`src/rtl/serial_adder.sv`:
```
// serial_adder: bit-serial adder/subtractor.
// Two WIDTH-bit operands are captured on an accepted start and folded through
// a single full-adder cell, LSB first, one bit per clock. The carry between
// bits lives in c_q. Subtraction is A + ~B + 1: B is inverted at capture and
// the carry register is preset to 1.
//
// state  | meaning
// -------+----------------------------------------------------------------
// S_IDLE | waiting for start; sum/carry hold the last completed result
// S_RUN  | one operand bit processed per edge, bit counter in cnt_q
// S_DONE | result just presented (done=1); start here re-launches at once
module serial_adder #(
   parameter int WIDTH = 8
) (
   input  logic             clk,
   input  logic             rst,
   input  logic             start,
   input  logic [WIDTH-1:0] A,
   input  logic [WIDTH-1:0] B,
   input  logic             cin,
   input  logic             sub,
   output logic             busy,
   output logic             done,
   output logic [WIDTH-1:0] sum,
   output logic             carry
);

   localparam int CW = $clog2(WIDTH + 1);
   localparam logic [CW-1:0] LAST_BIT = CW'(WIDTH - 1);

   typedef enum logic [1:0] {
      S_IDLE = 2'd0,
      S_RUN  = 2'd1,
      S_DONE = 2'd2
   } state_t;

   state_t           state_q;
   logic [WIDTH-1:0] a_q;
   logic [WIDTH-1:0] b_q;
   logic [WIDTH-1:0] r_q;
   logic             c_q;
   logic [CW-1:0]    cnt_q;
   logic [WIDTH-1:0] sum_q;
   logic             carry_q;
   logic             busy_q;
   logic             done_q;

   logic             s_d;
   logic             c_d;
   logic [WIDTH-1:0] s_msb;
   logic [WIDTH-1:0] r_d;

   // Full-adder cell on the current LSBs, plus the result register's next
   // value with the new sum bit entering at the MSB. The MSB is placed via a
   // mask rather than a part-select so that WIDTH=1 elaborates cleanly.
   always_comb begin
      s_d            = a_q[0] ^ b_q[0] ^ c_q;
      c_d            = (a_q[0] & b_q[0]) | (a_q[0] & c_q) | (b_q[0] & c_q);
      s_msb          = '0;
      s_msb[WIDTH-1] = s_d;
      r_d            = (r_q >> 1) | s_msb;
   end

   // Sequencer: operand capture, per-bit datapath update and result hand-off.
   always_ff @(posedge clk) begin
      if (rst) begin
         state_q <= S_IDLE;
         a_q     <= '0;
         b_q     <= '0;
         r_q     <= '0;
         c_q     <= 1'b0;
         cnt_q   <= '0;
         sum_q   <= '0;
         carry_q <= 1'b0;
         busy_q  <= 1'b0;
         done_q  <= 1'b0;
      end else begin
         case (state_q)
            S_IDLE, S_DONE: begin
               done_q <= 1'b0;
               if (start) begin
                  a_q     <= A;
                  b_q     <= sub ? ~B : B;
                  c_q     <= sub ? 1'b1 : cin;
                  cnt_q   <= '0;
                  busy_q  <= 1'b1;
                  state_q <= S_RUN;
               end else begin
                  state_q <= S_IDLE;
               end
            end
            S_RUN: begin
               a_q   <= a_q >> 1;
               b_q   <= b_q >> 1;
               c_q   <= c_d;
               r_q   <= r_d;
               cnt_q <= cnt_q + CW'(1);
               // The edge that consumes the MSB also publishes the result.
               if (cnt_q == LAST_BIT) begin
                  sum_q   <= r_d;
                  carry_q <= c_d;
                  done_q  <= 1'b1;
                  busy_q  <= 1'b0;
                  state_q <= S_DONE;
               end
            end
            default: begin
               busy_q  <= 1'b0;
               done_q  <= 1'b0;
               state_q <= S_IDLE;
            end
         endcase
      end
   end

   assign busy  = busy_q;
   assign done  = done_q;
   assign sum   = sum_q;
   assign carry = carry_q;

endmodule
```
`config.mk`:
```
export PLATFORM = sky130hd
export DESIGN_NAME = serial_adder
export DESIGN_NICKNAME = d
export VERILOG_FILES = /design/src/rtl/serial_adder.sv
export SDC_FILE = /design/constraint.sdc
export NUM_CORES = 1
export LEC_CHECK = 0
export CORE_ASPECT_RATIO = 0.9
export CORE_MARGIN = 8
export CORE_UTILIZATION = 45
export DETAILED_ROUTE_END_ITERATION = 8
export GPL_TIMING_DRIVEN = 0
export MAX_ROUTING_LAYER = met4
export PLACE_DENSITY = 0.7
export SLEW_MARGIN = 15
export SYNTH_ARGS = -nofsm -noshare
export SYNTH_HDL_FRONTEND = slang
export SYNTH_SLANG_ARGS = --single-unit
```
`constraint.sdc`:
```
create_clock -name clk -period 2.8 [get_ports clk]
set_input_delay 0.7 -clock clk [delete_from_list [all_inputs] [get_ports clk]]
set_output_delay 0.7 -clock clk [all_outputs]
set_load 0.01 [all_outputs]
```
# Yosys cells after proc, flatten, opt, wreduce, memory -nomap -nowiden
# Index checks and enable logic that the tools add are counted.
# W data, S select, Z words.
[op_classes]
addsub = 1
n_div = 0
n_eq_ne = 5
muxes = 16
reduce_logical = 7
magnitude_cmp = 0
multipliers = 0
shift = 0
bitwise = 10
[ops]
columns = ["operator", "n"]
rows = [
  ["$pmux W8 S2", 2],
  ["$mux W8", 3],
  ["$not A8 Y8", 1],
  ["$or A7 B8 Y8", 1],
  ["$pmux W4 S2", 1],
  ["$reduce_and A2 Y1", 3],
  ["$mux W1", 5],
  ["$add A4 B1 Y4 const B", 1],
  ["$eq A4 B3 Y1 const B", 1],
  ["$mux W4", 1],
  ["$ne A2 B2 Y1 const B", 2],
  ["$pmux W1 S2", 2],
  ["$pmux W2 S2", 1],
  ["$reduce_or A2 Y1", 2],
  ["$and A1 B1 Y1", 3],
  ["$eq A2 B1 Y1 const B", 1],
  ["$eq A2 B2 Y1 const B", 1],
  ["$logic_not A2 Y1", 1],
  ["$mux W2", 1],
  ["$or A1 B1 Y1", 2],
  ["$reduce_bool A2 Y1", 1],
  ["$xor A1 B1 Y1", 2],
  ["$not A1 Y1", 1],
]
[word_totals]
ff_bits = 42
out_inout_bits = 11
mem_bits_ro = 0
memories = 0
ramBits = 0
input_bits = 21
word_cells = 49
latch_bits = 0

# Longest topological paths before layout
[depth]
depth_word = 4
mapped_depth = 5
mapped_depth_nobuf = 4

# Worst setup path before layout
# OpenSTA, ideal clock, no wires.
[synth_timing]
kind = "input to register"
startpoint = "in start"
endpoint = "reg cnt_q[3]"
setup_time_ns = 0.123
arrival_ns = 1.371
setup_slack_ns = 1.306
required_time_ns = 2.677
stages = 4
path_buffers = 1
cell_sequence = "nor2b_1 buf_2 nor3b_1 mux2_1"
[synth_between]
elab_chain_len = 2
[synth_rtl]
columns = ["element", "line_no", "text"]
rows = [
  ["start, declared", "17", "input logic start,"],
  ["$ne A2 B2 Y1 (no line)", "n/a", ""],
  ["$reduce_and A2 Y1 (no line)", "n/a", ""],
  ["end signal, assigned", "97", "cnt_q <= cnt_q + CW'(1);"],
  ["end, declared", "42", "logic [CW-1:0] cnt_q;"],
]
# Every way passes these cells.
# A chain may end at the register's enable or synchronous reset.

# Worst setup path in the final report
[layout_timing]
startpoint = "in rst"
endpoint = "reg busy_q, in the netlist busy"
[layout_rtl]
columns = ["element", "line_no", "text"]
rows = [
  ["start, declared", "16", "input logic rst,"],
  ["end signal, assigned", "75", "busy_q <= 1'b0;"],
  ["end signal, assigned", "86", "busy_q <= 1'b1;"],
  ["end signal, assigned", "103", "busy_q <= 1'b0;"],
  ["end, declared", "45", "logic busy_q;"],
]
# No word-level cell between the ends.

==> out/metrics.cfg <==
[logic_synthesis]
yosys.area_share.simple=0.214
ys_top_cells_by_count=dfxtp_1 (41), a21oi_1 (27), nand2b_1 (21), nand3_1 (19), nand2_1 (18)
synth_xor_area_frac=0.0395
seq_area_frac_synth=0.463
syn_avg_cell_area_um2=9.05
synthTopCellsByArea=dfxtp_1 (46%), a21oi_1 (7.6%), nand2b_1 (7.4%)
async_reset_ff_frac=0
syn_area_mm2=0.00177
synth_edf_count=0
synth_compound_area_frac=0.150
yosysMostFrequentCell=dfxtp_1
yosysTopAreaCellShare=0.463
muxShareOfSynthArea=0.0635
yosysTopAreaCell=dfxtp_1
yosysWarnings=0
synth_top_family_by_area=simple AND/OR/NAND/NOR gates
syn_inst=196
synthesis.nets=219
synth_fa_ha_area_frac=0.0183
synth_cell_types=28
synth-main-ff-cell=dfxtp_1
ys_ff_latch=41

[layout]
multi_input_area_um2=861
fin_util=0.587
drive_above_1_share=0.0862
nFillCells=350
regArea_um2=821
syn_to_final_growth_pct=24.3
diodes=0
fin_nets=256
final_cells=278

[timing]
clock.fmax_ghz=0.497
hold_slack_ns=0.458
hold_viol_final=0
slew_headroom=0.659
fin_setup_tns_ns=0
report.final.slew_viol_count=0
finalClockSkew_ns=0.00294
rsz0062_at_grt=false
setup_viol_count_final=0
tightest_slew_ns=0.511
period_minus_slack_ns=2.01
period_share=0.718

[critical_path]
reg2reg_slack_ns=1.46
setup.worst_path.class=input pin to flip-flop
r2r-start=state_q[0]
required_ns=2.96
reg2reg_depth=5
startpoint_type=input pin
cp.arrival_ns=2.17
cp_max_fo=10
endpoint=busy
crit_path_start=rst
rr_endpoint=sum[3]
worst_setup_path_end_kind=flip-flop

[detailed_routing]
wire_per_inst_um=14.0
drc=0
vias=1464
drtIter0Drc=123
firstDrtPassIters=4
ant_nets=0
routed_wl_um=3900
via_per_inst=5.27

[min_path]
hold_class=flip-flop to flip-flop

[cts]
postCtsHoldBufs=0
clk_path_buf_depth=2
htree_levels=2
cts_buffers=5
clk_pin_slew_worst_paths_ns=0.07
root_buffer=clkbuf_8
post_cts_buffers=0
cts_sinks=41
cts_resized=0
clk_latency_ns=0.29
cts_tree=built

[place]
io_buffer_count=30
place_inst=272
dp_hpwl_um=2780
place_congestion=0.778

[floorplanning]
die_w_um=82.2
io_pins=32
die-area_mm2=0.00621
die_h_um=75.5
core_area_mm2=0.00376
row_count=21
start_util=0.472

[global_routing]
use_met2=0.211
grt_pass1_wl_um=6560
busiest_layer=met2
grt_max_degree=12
grt_use_met1=0.170
track_usage=0.141
grt_pass1_vias=1444
antenna_found_initial=0
met3_usage=0.0507
grt_overflow=0

[power_and_ir_drop]
p_leak_uw=0.000768
ir_drop_mv=0.213
p_per_area_mw_per_mm2=513

[outcome]
status=finished, final reports clean

[run]
cap_violations=0

-- power by group --
| part | total, µW | switching (µW) | internal, µW |
|---|---|---|---|
| registers | 622 | 14.6 | 607 |
| logic | 155 | 81.5 | 73.5 |
| clock network | 354 | 190 | 164 |
| total | 1130 | 286 | 845 |
-- how the worst min path moves through the flow --
| stage | startpoint | to | slack (ns) | cells past startpoint |
|---|---|---|---|---|
| global placement | r_q[1] | r_q[1] | 0.45 | 2 |
| floorplan | r_q[1] | r_q[1] | 0.44 | 2 |
| finish | r_q[1] | r_q[1] | 0.46 | 2 |
| global route | r_q[1] | r_q[1] | 0.48 | 2 |
| detailed placement | r_q[1] | r_q[1] | 0.45 | 2 |
| CTS | r_q[1] | r_q[1] | 0.46 | 2 |
-- routing by layer --
metal,vias up,share of wire
met4,0,0.012
li1,748,-
met1,683,0.48
met5,-,0
met2,28,0.46
met3,5,0.045
-- state kept, by name (all words and copies together), names as in the netlist --
| name | flops |
|---|---|
| carry | 1 |
| busy | 1 |
| b_q | 8 |
| r_q | 7 |
| a_q | 8 |
| state_q | 2 |
| sum | 8 |
| c_q | 1 |
| done | 1 |
| cnt_q | 4 |
-- through the flow --
step	total power [µW]	worst slack (ns)	area [µm²]
2_1_floorplan	728	1.31	1770
3_3_place_gp	787	0.492	2130
3_5_place_dp	789	0.487	2130
4_1_cts	1140	0.787	2200
5_1_grt	1190	0.686	2200
6_report	1130	0.789	2200
-- worst max-delay path, cell delays in order --
cell and delay [ns]:
clkdlybuf4s50_1 0.56, clkbuf_1 0.36, clkbuf_1 0.44, nor3_1 0.12
-- final cells by class --
cell class              count  area share
flip-flops and latches     41       0.372
clock buffers               5      0.0312
clock inverters             1     0.00227
well taps                  46      0.0261
repair buffers             30       0.136
plain buffers              17      0.0414
multi-input cells         138       0.390
-- cell usage in the layout (no fill, tap or decap), types with 8 or more instances in the layout --
cell / instances
dfxtp_1: 41
nand2_1: 18
buf_2: 10
nand3_1: 19
mux2i_1: 9
xor2_1: 8
clkdlybuf4s50_1: 30
nand2b_1: 21
a22oi_1: 14
a21oi_1: 27
-- cells by family after synthesis --
logic type	after synthesis
xor+xnor	8
compound gates	45
mux	11
buf+inv	17
fa+ha+maj	2
flops	41
simple gates	72
No activity file was read; power rests on OpenSTA's default activity.
